===== src/rtl/spi_slave_wb_bridge_pkg.sv =====
// Shared definitions for the SPI-to-Wishbone bridge: FSM encoding,
// command byte layout, frame lengths and the read error word.
package spi_slave_wb_bridge_pkg;

   typedef logic [2:0] state_t;

   localparam state_t ST_IDLE    = 3'd0;
   localparam state_t ST_CMD     = 3'd1;
   localparam state_t ST_WDATA   = 3'd2;
   localparam state_t ST_WB_WR   = 3'd3;
   localparam state_t ST_RDUMMY  = 3'd4;
   localparam state_t ST_RDATA   = 3'd5;
   localparam state_t ST_WAIT_SS = 3'd6;

   // Command byte: {RW, 1'b0, IDX[5:0]}; RW=1 is a write.
   localparam int CMD_RW_BIT  = 7;
   localparam int CMD_IDX_MSB = 5;

   // Bit counts (SCLK rising edges) that mark frame milestones.
   localparam logic [5:0] CMD_LEN      = 6'd8;
   localparam logic [5:0] RD_DUMMY_END = 6'd16;
   localparam logic [5:0] FRAME_WR_LEN = 6'd40;
   localparam logic [5:0] FRAME_RD_LEN = 6'd48;

   // Returned on a failed or late read.
   localparam logic [31:0] ERR_WORD = 32'hFFFF_FFFF;

   // Word index lands in address bits [7:2].
   function automatic logic [31:0] word_adr(input logic [31:0] base,
                                            input logic [5:0]  idx);
      return base | {24'h0, idx, 2'b00};
   endfunction

endpackage


===== src/rtl/spi_slave_wb_bridge_if.sv =====
// Wishbone master-side bundle of the bridge plus its error interrupt.
// Handshake: a cycle is open while CYC and STB are high; address, data,
// WE and SEL are stable for the whole cycle; the slave ends it by raising
// ACK or ERR for one clock (ERR wins if both are high) and the master
// drops CYC/STB on the following clock.
interface spi_slave_wb_bridge_if;
   logic [31:0] SPIB_ADR_O;
   logic [31:0] SPIB_DAT_O;
   logic [31:0] SPIB_DAT_I;
   logic        SPIB_WE_O;
   logic        SPIB_CYC_O;
   logic        SPIB_STB_O;
   logic [3:0]  SPIB_SEL_O;
   logic        SPIB_ACK_I;
   logic        SPIB_ERR_I;
   logic        SPIB_INT_O;

   modport master (
      output SPIB_ADR_O, SPIB_DAT_O, SPIB_WE_O, SPIB_CYC_O, SPIB_STB_O,
             SPIB_SEL_O, SPIB_INT_O,
      input  SPIB_DAT_I, SPIB_ACK_I, SPIB_ERR_I
   );

   modport slave (
      input  SPIB_ADR_O, SPIB_DAT_O, SPIB_WE_O, SPIB_CYC_O, SPIB_STB_O,
             SPIB_SEL_O, SPIB_INT_O,
      output SPIB_DAT_I, SPIB_ACK_I, SPIB_ERR_I
   );
endinterface


===== src/rtl/spi_slave_wb_bridge_sync.sv =====
// Brings SCLK, SS_N and MOSI into the system clock domain and produces
// single-cycle rise/fall strobes for SCLK and SS_N.
module spi_slave_sync (
   input  logic clk,
   input  logic rst_n,
   input  logic sclk_in,
   input  logic ss_n_in,
   input  logic mosi_in,
   output logic sclk_rise,
   output logic sclk_fall,
   output logic ss_n,
   output logic ss_n_fall,
   output logic ss_n_rise,
   output logic mosi
);
   // [1] is the synchronized value, [2] its previous value for edge detect.
   logic [2:0] sclk_q;
   logic [2:0] ss_q;
   logic [1:0] mosi_q;

   // Synchronizer chains; SS_N resets to deselected so no false edge.
   always_ff @(posedge clk or negedge rst_n) begin
      if (!rst_n) begin
         sclk_q <= 3'b000;
         ss_q   <= 3'b111;
         mosi_q <= 2'b00;
      end else begin
         sclk_q <= {sclk_q[1:0], sclk_in};
         ss_q   <= {ss_q[1:0], ss_n_in};
         mosi_q <= {mosi_q[0], mosi_in};
      end
   end

   assign sclk_rise = sclk_q[1] & ~sclk_q[2];
   assign sclk_fall = ~sclk_q[1] & sclk_q[2];
   assign ss_n      = ss_q[1];
   assign ss_n_fall = ~ss_q[1] & ss_q[2];
   assign ss_n_rise = ss_q[1] & ~ss_q[2];
   assign mosi      = mosi_q[1];

endmodule


===== src/rtl/spi_slave_wb_bridge.sv =====
// SPI mode-0 responder turning each framed register access into one
// 32-bit Wishbone cycle. Write frame: cmd + 32 data bits. Read frame:
// cmd + 8 dummy bits (bus read runs meanwhile) + 32 data bits on MISO.
module spi_slave_wb_bridge
   import spi_slave_wb_bridge_pkg::*;
#(
   parameter logic [31:0] BASE_ADR   = 32'h8000_0000,
   parameter int          WB_TIMEOUT = 255
) (
   input  logic                         CLK_I,
   input  logic                         RST_N_I,
   input  logic                         SCLK_SLAVE,
   input  logic                         SS_N_SLAVE,
   input  logic                         MOSI_SLAVE,
   output logic                         MISO_SLAVE,
   output logic                         MISO_OE_O,
   spi_slave_wb_bridge_if.master        spib,
   output state_t                       dbg_state
);
   localparam int TW = $clog2(WB_TIMEOUT + 1);
   localparam logic [TW-1:0] TMO_LAST = TW'(WB_TIMEOUT - 1);

   logic s_sclk_rise, s_sclk_fall, s_ss_n, s_ss_n_fall, s_ss_n_rise, s_mosi;

   spi_slave_sync u_sync (
      .clk       (CLK_I),
      .rst_n     (RST_N_I),
      .sclk_in   (SCLK_SLAVE),
      .ss_n_in   (SS_N_SLAVE),
      .mosi_in   (MOSI_SLAVE),
      .sclk_rise (s_sclk_rise),
      .sclk_fall (s_sclk_fall),
      .ss_n      (s_ss_n),
      .ss_n_fall (s_ss_n_fall),
      .ss_n_rise (s_ss_n_rise),
      .mosi      (s_mosi)
   );

   state_t        state;
   logic [5:0]    bit_cnt;
   logic [5:0]    cnt_next;
   logic [30:0]   rx_sr;
   logic [31:0]   tx_sr;
   logic [31:0]   rd_buf;
   logic [5:0]    idx;
   logic [7:0]    cmd_byte;
   logic          rise_bit;
   logic          start_wr;
   logic          start_rd;
   logic          cyc;
   logic          we;
   logic [31:0]   adr;
   logic [31:0]   dat;
   logic          int_p;
   logic [TW-1:0] timer;

   // A deselect on the same clock as an SCLK edge wins: the bit is dropped.
   assign rise_bit = s_sclk_rise & ~s_ss_n_rise;
   assign cnt_next = bit_cnt + 6'd1;
   assign cmd_byte = {rx_sr[6:0], s_mosi};
   assign start_wr = (state == ST_WDATA) && rise_bit && (cnt_next == FRAME_WR_LEN);
   assign start_rd = (state == ST_CMD) && rise_bit && (cnt_next == CMD_LEN)
                     && !cmd_byte[CMD_RW_BIT];

   // Frame sequencer: bit counting, MOSI capture, MISO shifting.
   always_ff @(posedge CLK_I or negedge RST_N_I) begin
      if (!RST_N_I) begin
         state      <= ST_IDLE;
         bit_cnt    <= 6'd0;
         rx_sr      <= '0;
         tx_sr      <= '0;
         idx        <= 6'd0;
         MISO_SLAVE <= 1'b0;
      end else begin
         if (state == ST_RDATA && s_sclk_fall) begin
            MISO_SLAVE <= tx_sr[31];
            tx_sr      <= {tx_sr[30:0], 1'b0};
         end else if (state != ST_RDATA) begin
            MISO_SLAVE <= 1'b0;
         end

         if (state != ST_IDLE && s_ss_n_rise) begin
            state   <= ST_IDLE;
            bit_cnt <= 6'd0;
         end else begin
            case (state)
               ST_IDLE: begin
                  // A select arriving while a bus cycle drains is dropped.
                  if (s_ss_n_fall && !cyc) begin
                     state   <= ST_CMD;
                     bit_cnt <= 6'd0;
                  end
               end
               ST_CMD: begin
                  if (rise_bit) begin
                     bit_cnt <= cnt_next;
                     rx_sr   <= {rx_sr[29:0], s_mosi};
                     if (cnt_next == CMD_LEN) begin
                        idx   <= cmd_byte[CMD_IDX_MSB:0];
                        state <= cmd_byte[CMD_RW_BIT] ? ST_WDATA : ST_RDUMMY;
                     end
                  end
               end
               ST_WDATA: begin
                  if (rise_bit) begin
                     bit_cnt <= cnt_next;
                     rx_sr   <= {rx_sr[29:0], s_mosi};
                     if (cnt_next == FRAME_WR_LEN) state <= ST_WB_WR;
                  end
               end
               ST_WB_WR: begin
                  if (!cyc) state <= ST_WAIT_SS;
               end
               ST_RDUMMY: begin
                  if (rise_bit) begin
                     bit_cnt <= cnt_next;
                     if (cnt_next == RD_DUMMY_END) begin
                        tx_sr <= rd_buf;
                        state <= ST_RDATA;
                     end
                  end
               end
               ST_RDATA: begin
                  if (rise_bit) begin
                     bit_cnt <= cnt_next;
                     if (cnt_next == FRAME_RD_LEN) state <= ST_WAIT_SS;
                  end
               end
               ST_WAIT_SS: ;
               default: state <= ST_IDLE;
            endcase
         end
      end
   end

   // Wishbone master: one cycle per frame, ERR beats ACK, bounded wait.
   always_ff @(posedge CLK_I or negedge RST_N_I) begin
      if (!RST_N_I) begin
         cyc    <= 1'b0;
         we     <= 1'b0;
         adr    <= '0;
         dat    <= '0;
         int_p  <= 1'b0;
         timer  <= '0;
         rd_buf <= ERR_WORD;
      end else begin
         int_p <= 1'b0;
         if (cyc) begin
            if (spib.SPIB_ERR_I) begin
               cyc   <= 1'b0;
               we    <= 1'b0;
               int_p <= 1'b1;
            end else if (spib.SPIB_ACK_I) begin
               cyc <= 1'b0;
               we  <= 1'b0;
               if (!we) rd_buf <= spib.SPIB_DAT_I;
            end else if (timer == TMO_LAST) begin
               cyc   <= 1'b0;
               we    <= 1'b0;
               int_p <= 1'b1;
            end else begin
               timer <= timer + 1'b1;
            end
         end else if (start_wr) begin
            cyc   <= 1'b1;
            we    <= 1'b1;
            adr   <= word_adr(BASE_ADR, idx);
            dat   <= {rx_sr, s_mosi};
            timer <= '0;
         end else if (start_rd) begin
            cyc    <= 1'b1;
            we     <= 1'b0;
            adr    <= word_adr(BASE_ADR, cmd_byte[CMD_IDX_MSB:0]);
            timer  <= '0;
            rd_buf <= ERR_WORD;
         end
      end
   end

   // Pad enable follows the synchronized select.
   always_ff @(posedge CLK_I or negedge RST_N_I) begin
      if (!RST_N_I) MISO_OE_O <= 1'b0;
      else          MISO_OE_O <= ~s_ss_n;
   end

   assign spib.SPIB_CYC_O = cyc;
   assign spib.SPIB_STB_O = cyc;
   assign spib.SPIB_WE_O  = we;
   assign spib.SPIB_ADR_O = adr;
   assign spib.SPIB_DAT_O = dat;
   assign spib.SPIB_SEL_O = cyc ? 4'hF : 4'h0;
   assign spib.SPIB_INT_O = int_p;
   assign dbg_state       = state;

endmodule


===== src/flat_wrapper.sv =====
// flat-port wrapper written by rule: the top's interface ports become plain ports
module spi_slave_wb_bridge_flat import spi_slave_wb_bridge_pkg::*;
#(
   parameter logic [31:0] BASE_ADR   = 32'h8000_0000,
   parameter int          WB_TIMEOUT = 255
)
  (CLK_I, RST_N_I, SCLK_SLAVE, SS_N_SLAVE, MOSI_SLAVE, MISO_SLAVE, MISO_OE_O, dbg_state, spib_SPIB_ADR_O, spib_SPIB_DAT_O, spib_SPIB_WE_O, spib_SPIB_CYC_O, spib_SPIB_STB_O, spib_SPIB_SEL_O, spib_SPIB_INT_O, spib_SPIB_DAT_I, spib_SPIB_ACK_I, spib_SPIB_ERR_I);
  spi_slave_wb_bridge_if spib_i ();
  input  logic CLK_I;
  input  logic RST_N_I;
  input  logic SCLK_SLAVE;
  input  logic SS_N_SLAVE;
  input  logic MOSI_SLAVE;
  output logic MISO_SLAVE;
  output logic MISO_OE_O;
  output state_t dbg_state;
  output wire logic [$bits(spib_i.SPIB_ADR_O)-1:0] spib_SPIB_ADR_O;
  output wire logic [$bits(spib_i.SPIB_DAT_O)-1:0] spib_SPIB_DAT_O;
  output wire logic [$bits(spib_i.SPIB_WE_O)-1:0] spib_SPIB_WE_O;
  output wire logic [$bits(spib_i.SPIB_CYC_O)-1:0] spib_SPIB_CYC_O;
  output wire logic [$bits(spib_i.SPIB_STB_O)-1:0] spib_SPIB_STB_O;
  output wire logic [$bits(spib_i.SPIB_SEL_O)-1:0] spib_SPIB_SEL_O;
  output wire logic [$bits(spib_i.SPIB_INT_O)-1:0] spib_SPIB_INT_O;
  input wire logic [$bits(spib_i.SPIB_DAT_I)-1:0] spib_SPIB_DAT_I;
  input wire logic [$bits(spib_i.SPIB_ACK_I)-1:0] spib_SPIB_ACK_I;
  input wire logic [$bits(spib_i.SPIB_ERR_I)-1:0] spib_SPIB_ERR_I;
  assign spib_SPIB_ADR_O = spib_i.SPIB_ADR_O;
  assign spib_SPIB_DAT_O = spib_i.SPIB_DAT_O;
  assign spib_SPIB_WE_O = spib_i.SPIB_WE_O;
  assign spib_SPIB_CYC_O = spib_i.SPIB_CYC_O;
  assign spib_SPIB_STB_O = spib_i.SPIB_STB_O;
  assign spib_SPIB_SEL_O = spib_i.SPIB_SEL_O;
  assign spib_SPIB_INT_O = spib_i.SPIB_INT_O;
  assign spib_i.SPIB_DAT_I = spib_SPIB_DAT_I;
  assign spib_i.SPIB_ACK_I = spib_SPIB_ACK_I;
  assign spib_i.SPIB_ERR_I = spib_SPIB_ERR_I;
  spi_slave_wb_bridge #(.BASE_ADR(BASE_ADR), .WB_TIMEOUT(WB_TIMEOUT)) u_core (.CLK_I(CLK_I), .RST_N_I(RST_N_I), .SCLK_SLAVE(SCLK_SLAVE), .SS_N_SLAVE(SS_N_SLAVE), .MOSI_SLAVE(MOSI_SLAVE), .MISO_SLAVE(MISO_SLAVE), .MISO_OE_O(MISO_OE_O), .spib(spib_i), .dbg_state(dbg_state));
endmodule

===== config.mk =====
export PLATFORM = sky130hd
export DESIGN_NAME = spi_slave_wb_bridge_flat
export DESIGN_NICKNAME = d
export VERILOG_FILES = /design/src/rtl/spi_slave_wb_bridge_pkg.sv /design/src/rtl/spi_slave_wb_bridge_if.sv /design/src/rtl/spi_slave_wb_bridge_sync.sv /design/src/rtl/spi_slave_wb_bridge.sv /design/src/flat_wrapper.sv
export SDC_FILE = /design/constraint.sdc
export NUM_CORES = 1
export LEC_CHECK = 0
export ABC_AREA = 1
export BUFFER_PORTS_ARGS = -buffer_cell sky130_fd_sc_hd__buf_4
export CAP_MARGIN = 20
export CORE_UTILIZATION = 31
export CTS_CLUSTER_SIZE = 25
export DETAILED_ROUTE_END_ITERATION = 6
export HOLD_SLACK_MARGIN = 0.1
export PLACE_DENSITY = 0.58
export SETUP_SLACK_MARGIN = 0.1
export SLEW_MARGIN = 40
export SYNTH_ARGS = -nofsm -noshare
export SYNTH_HDL_FRONTEND = slang
export SYNTH_SLANG_ARGS = --single-unit

===== constraint.sdc =====
create_clock -name CLK_I -period 2.4 [get_ports CLK_I]
set_clock_uncertainty 0.05 [all_clocks]
set_input_delay 0.48 -clock CLK_I [delete_from_list [all_inputs] [get_ports CLK_I]]
set_output_delay 0.48 -clock CLK_I [all_outputs]
set_load 0.1 [all_outputs]

== Word level (Yosys, flattened, before mapping) ==
Index checks and enable logic that the tools add are counted.

* Add/sub/neg operators: 2
* Multiply operators: 0
* Divide/modulo/power cells: 0
* $lt $le $gt $ge: 0
* Equality and inequality tests: 31
* Shifts and indexed selects: 0
* Multiplexer cells: 55
* Bitwise gates (word level): 12
* Reduce and logical (&&, ||, !) cells: 28

{| class="wikitable"
|+ Operators with widths
! kind !! number
|-
| $mux W32 || 13
|-
| $mux W8 || 6
|-
| $mux W3 || 12
|-
| $pmux W3 S7 || 1
|-
| $mux W1 || 18
|-
| $mux W6 || 3
|-
| $ne A3 B3 Y1 const B || 5
|-
| $eq A6 B6 Y1 const B || 2
|-
| $ne A2 B2 Y1 const B || 6
|-
| $ne A3 B1 Y1 const B || 4
|-
| $pmux W6 S2 || 1
|-
| $reduce_and A11 Y1 || 1
|-
| $eq A3 B3 Y1 const B || 3
|-
| $ne A3 B2 Y1 const B || 3
|-
| $reduce_bool A3 Y1 || 3
|-
| $add A8 B1 Y8 const B || 1
|-
| $eq A8 B8 Y1 const B || 1
|-
| $logic_and A1 B1 Y1 || 8
|-
| $reduce_and A4 Y1 || 2
|-
| $not A1 Y1 || 7
|-
| $add A6 B1 Y6 const B || 1
|-
| $eq A3 B2 Y1 const B || 2
|-
| $eq A6 B4 Y1 const B || 1
|-
| $eq A6 B5 Y1 const B || 1
|-
| 13 further kinds || 23
|}

* Register bits after elaboration: 195
* Bits in latches: 0
* RAM bits: 0
* Bits in read-only memories: 0
* Input port bits: 39
* Output and inout port bits: 77
* Word-level logic and storage cells: 145
* Memories kept: 0

== Logic depth before layout (Yosys ltp) ==
* Word-level depth: 10
* Mapped depth: 14
* Mapped depth without buffers: 13

== Cells and area by module ==
A second synthesis with hierarchy kept.

* Cells, all modules: 909
* Area, all modules: 8125.3 µm²

{| class="wikitable"
|+ Modules (own cells, without submodules)
! module !! times used !! cells an instance !! area each (µm²) !! seq. area each (µm²)
|-
| spi_slave_wb_bridge || 1 || 893 || 7891.3 || 4093.9
|-
| spi_slave_sync || 1 || 16 || 234.0 || 203.9
|}

== Worst setup path before layout ==
No wires, ideal clock.

* Path kind: register to register
* Start point: register u_core.cyc, in the netlist u_core.spib.SPIB_CYC_O
* End point: register u_core.rd_buf[19]
* Library setup time: 0.073 ns
* Arrival time: 2.188 ns
* Data required time: 2.277 ns
* Setup slack: 0.089 ns
* Cell stages (with the launch flop): 8
* Path buffers: 1
* Clock period less this slack: 2.311 ns
* Path through: dfrtp_1 > inv_1 > nor4_1 > inv_1 > nand2_1 > inv_2 > buf_4 > a21oi_1

* Cells in the longest elaborated chain, start to end: 2
* Elaborated cells between the ends (all ways): 7
* Classes of those cells: 4 x eq/ne; 1 x mux; 2 x reduce/logical

{| class="wikitable"
|+ RTL lines
! element !! line !! source
|-
| from (decl) || spi_slave_wb_bridge.sv:50 || <nowiki>logic cyc;</nowiki>
|-
| from (signal assigned) || spi_slave_wb_bridge.sv:139 || <nowiki>cyc <= 1'b0;</nowiki>
|-
| from (signal assigned) || spi_slave_wb_bridge.sv:150 || <nowiki>cyc <= 1'b0;</nowiki>
|-
| from (signal assigned) || spi_slave_wb_bridge.sv:154 || <nowiki>cyc <= 1'b0;</nowiki>
|-
| $ne A2 B2 Y1 (no line) / $reduce_bool A2 Y1 (equally long branches) || - ||
|-
| $reduce_and A5 Y1 (no line) || - ||
|-
| to (signal assigned) || spi_slave_wb_bridge.sv:156 || <nowiki>if (!we) rd_buf <= spib.SPIB_DAT_I;</nowiki>
|-
| to (decl) || spi_slave_wb_bridge.sv:44 || <nowiki>logic [31:0] rd_buf;</nowiki>
|}

Parallel ways exist; a longest one is shown, timed or not.
A chain may end at the register's enable or synchronous reset.

== Final worst setup path ==
* Start point: register u_core.u_sync.ss_q[2]
* End point: register u_core.rd_buf[22]

* Cells in the longest elaborated chain, start to end: 9
* Elaborated cells between the ends (all ways): 12
* Classes of those cells: 1 x eq/ne; 4 x bitwise; 7 x reduce/logical

{| class="wikitable"
|+ RTL lines
! element !! line !! source
|-
| from (decl) || spi_slave_wb_bridge_sync.sv:18 || <nowiki>logic [2:0] ss_q;</nowiki>
|-
| from (signal assigned) || spi_slave_wb_bridge_sync.sv:29 || <nowiki>ss_q <= {ss_q[1:0], ss_n_in};</nowiki>
|-
| $not A1 Y1 * || spi_slave_wb_bridge_sync.sv:38 || <nowiki>assign ss_n_rise = ss_q[1] & ~ss_q[2];</nowiki>
|-
| $and A1 B1 Y1 * || spi_slave_wb_bridge_sync.sv:38 ||
|-
| $not A1 Y1 * || spi_slave_wb_bridge.sv:58 || <nowiki>assign rise_bit = s_sclk_rise & ~s_ss_n_rise;</nowiki>
|-
| $and A1 B1 Y1 * || spi_slave_wb_bridge.sv:58 ||
|-
| $logic_and A1 B1 Y1 (2 in a row) || spi_slave_wb_bridge.sv:62 || <nowiki>assign start_rd = (state == ST_CMD) && rise_bit && (cnt_next == CMD_LEN)</nowiki>
|-
| $logic_and A1 B1 Y1 || spi_slave_wb_bridge.sv:63 || <nowiki>&& !cmd_byte[CMD_RW_BIT];</nowiki>
|-
| $reduce_bool A2 Y1 (no line) || - ||
|-
| $reduce_and A5 Y1 (no line) * || - ||
|}

Mark *: on every way between the ends. The rest lies on a longest branch, timed or not.

==> run_results.csv <==
group,metric,value,unit
logic_synthesis,netlist_instances,868,
setup_path,path_class,"reg2reg",
timing,hold_viol,0,
grt,overflow,0,
drt,drt-initial-drc-count,219,
timing,fin_ws,0.249,ns
grt,grt_pass1_wl,26300,um
cells_and_area,drive_gt1_share,20.4,%
power,leakagePower,4.59,nW
floorplanning,dieArea,24900,um^2
clock_network,cts_tree,"yes",
setup_path,cpPeakStageDelay,0.53,ns
power,p_seq_share,43.6,%
drt,via_per_inst,4.33,
power,p_comb_share,20.3,%
placement,io_buffers,90,
timing,period_needed,2.15,ns
timing,setup_viol,0,
logic_synthesis,avgSynthCellArea,8.66,um^2
power,ir_worst_vdd,0.000491,V
setup_path,cpMostUsedCell,"nor2_1",
power,power.total,7.83,mW
timing,tightest_slew,0.611,ns
timing,clock.fmax,465,MHz
power,p_clk_share,36.1,%
timing,slew_headroom,59.2,%
grt,grt_max_degree,65,
floorplanning,start_util,31.8,%
power,power_density,860,nW/um^2
clock_network,clock_latency,0.43,ns
setup_path,cp.buffers_inverters,2,
power,p_int,5.29,mW
run_status,status,"complete, no violations",
floorplanning,row_count,56,
cells_and_area,final_cells,1286,
clock_network,ctsLongestPathBuffers,2,
placement,place.gp.congestion,0.834,
power,switching_power,2.54,mW
logic_synthesis,ys_seq_area_share,57.2,%
power,switching_share,32.4,%
drt,vias,5573,
cells_and_area,layout_commonest_cell,"nand2_1",
clock_network,cts_sinks,170,
clock_network,cts.clk_slew.worst_paths,0.06,ns
drt,ant_nets,0,
setup_path,cpMaxStageDelayCell,"dfstp_2",
floorplanning,fp.dieH,158,um
run,maxCapViolations,0,
drt,firstDrtPassIters,4,
placement,place.detailed.hpwl,10700,um
timing,post-route-period-util,89.6,%
logic_synthesis,syn_area,7520,um^2
placement,dp_slack,0.270,ns
setup_path,startpoint_type,"flip-flop",
setup_path,crit_fanout,32,
clock_network,cts_buffers,17,
cells_and_area,fin_area,9100,um^2
grt,grt_pass1_vias,5347,
floorplanning,ios,116,
cells_and_area,n_antenna_cell,0,
setup_path,critical_path_arrival,2.45,ns
drt,post_drt_wl_per_cell,12.3,um
setup_path,required,2.70,ns
logic_synthesis,synth_seq_cells,170,
clock_network,htree_levels,4,
cells_and_area,layout_common_cells,"nand2_1, dfrtp_1, o21ai_0, buf_4, inv_1",
hold_path,hp-class,"in2reg",
setup_path,cp_cell_sequence,"nor2_1, nor2_1, inv_1, nor2_2, nand4_2, nand2_1, inv_2, a21oi_1",
placement,dp_cells,1249,
clock_network,clock-root-buffer,"clkbuf_16",
grt,grt_antenna_before_repair,0,
cells_and_area,finish.net_count,996,
placement,post_dp_cell_area,8440,um^2
floorplanning,die_w,158,um
logic_synthesis,ys.warnings.count,0,
floorplanning,core_area,23600,um^2
drt,drt-total-wl,15800,um
grt,track_usage,13.4,%
cells_and_area,syn2layout_area_growth,21.1,%
drt,drc,0,
setup_path,cp-end-kind,"flip-flop",
timing,final-max-slew-violation-count,0,
logic_synthesis,ys_types,35,
setup_path,path_delay_family,"simple AND/OR/NAND/NOR gates",
timing,setup_tns,0,ns
timing,rsz0062_at_grt,"yes",
## cells by family after synthesis
| kind of cell | after synthesis | share of synthesized area [%] |
|---|---|---|
| AO/OA/AOI/OAI | 180 | 12.3 |
| XOR/XNOR | 6 | 0.699 |
| adder cells (fa/ha/maj) | 3 | 0.499 |
| buffers and inverters | 166 | 10.4 |
| flip-flops | 170 | 57.2 |
| other | 1 | 0.0499 |
| AND/OR/NAND/NOR | 342 | 18.9 |
## stage by stage
step	util [%]	hold slack (ns)
floorplan	-	0.134
global placement	35.7	0.286
detailed placement	35.7	0.291
CTS	38.4	0.227
global route	38.6	0.242
finish	38.6	0.246
## power by group through the flow
stage	clock network (mW)	registers (mW)	logic [mW]
global placement	0	3.46	1.56
detailed placement	0	3.46	1.58
CTS	2.91	3.41	1.59
global route	3.02	3.45	1.80
finish	2.83	3.42	1.59
floorplan	0	3.59	1.06
## flip-flops by register name (all words and copies together), names as in the netlist
signal / cells
u_core.spib.SPIB_CYC_O: 1
u_core.u_sync.sclk_q: 3
u_core.dbg_state: 3
u_core.u_sync.mosi_q: 2
u_core.spib.SPIB_INT_O: 1
u_core.MISO_OE_O: 1
u_core.spib.SPIB_WE_O: 1
u_core.spib.SPIB_ADR_O: 7
u_core.spib.SPIB_DAT_O: 32
u_core.u_sync.ss_q: 3
u_core.rd_buf: 32
u_core.MISO_SLAVE: 1
u_core.bit_cnt: 6
u_core.tx_sr: 32
u_core.idx: 6
u_core.rx_sr: 31
u_core.timer: 8
## Yosys cell counts (all sizes together)
master	count	area (um^2)
nand2	236	898
dfrtp	135	3380
o21ai	122	614
inv	103	387
nor2	67	287
buf	50	343
a21oi	49	245
dfstp	35	920
nand3	23	133
clkbuf	13	48.8
nor3	7	40.0
o211ai	7	52.6
nand4	6	43.8
ha	3	37.5
xnor2	3	26.3
xor2	3	26.3
or2	2	12.5
conb	1	3.75
nor4	1	6.26
o21bai	1	7.51
o31ai	1	7.51
## area by class of cell
class,count,area (um^2)
clock buffers,20,437
well taps,319,399
fillers,2429,14500
repair buffers,105,856
clock inverters,12,163
multi-input cells,557,2560
flip-flops and latches,170,4300
inverters,103,388
## tightest hold or removal path: cells and delay by family
family,cells,cell delay (ns)
buffers and inverters,1,0.09
AOI/OAI and AO/OA,1,0.06
and+or+nand+nor,1,0.04
## per-layer routing
layer / routed length, um / track usage [%] / vias up
met3: 684 / 2.96 / 17
met5: 0 / 0 / -
li1: - / - / 2854
met1: 7740 / 17.9 / 2595
met2: 7170 / 21.4 / 107
met4: 238 / 4.58 / 0
## final timing paths
kind	from	endpoint	slack, ns	cells past startpoint
max in group asynchronous	RST_N_I	u_core.rd_buf[9]	1.13	3
worst min-delay path	spib_SPIB_ERR_I	u_core.spib.SPIB_INT_O	0.25	3
worst max register to register	u_core.u_sync.ss_q[2]	u_core.rd_buf[22]	0.25	8
min in group asynchronous	RST_N_I	u_core.spib.SPIB_DAT_O[3]	0.49	2
worst min register to register	u_core.u_sync.sclk_q[0]	u_core.u_sync.sclk_q[1]	0.31	0
worst max-delay path	u_core.u_sync.ss_q[2]	u_core.rd_buf[22]	0.25	8
## timing repair
item | CTS | global route
resized for setup | 0 | 5
setup endpoints to repair | 0 | 14
hold buffers | 4 | 0
setup buffers | 0 | 0
endpoints found under the hold margin | 39 | 0
Note: power is estimated with default switching activity, not from simulation.
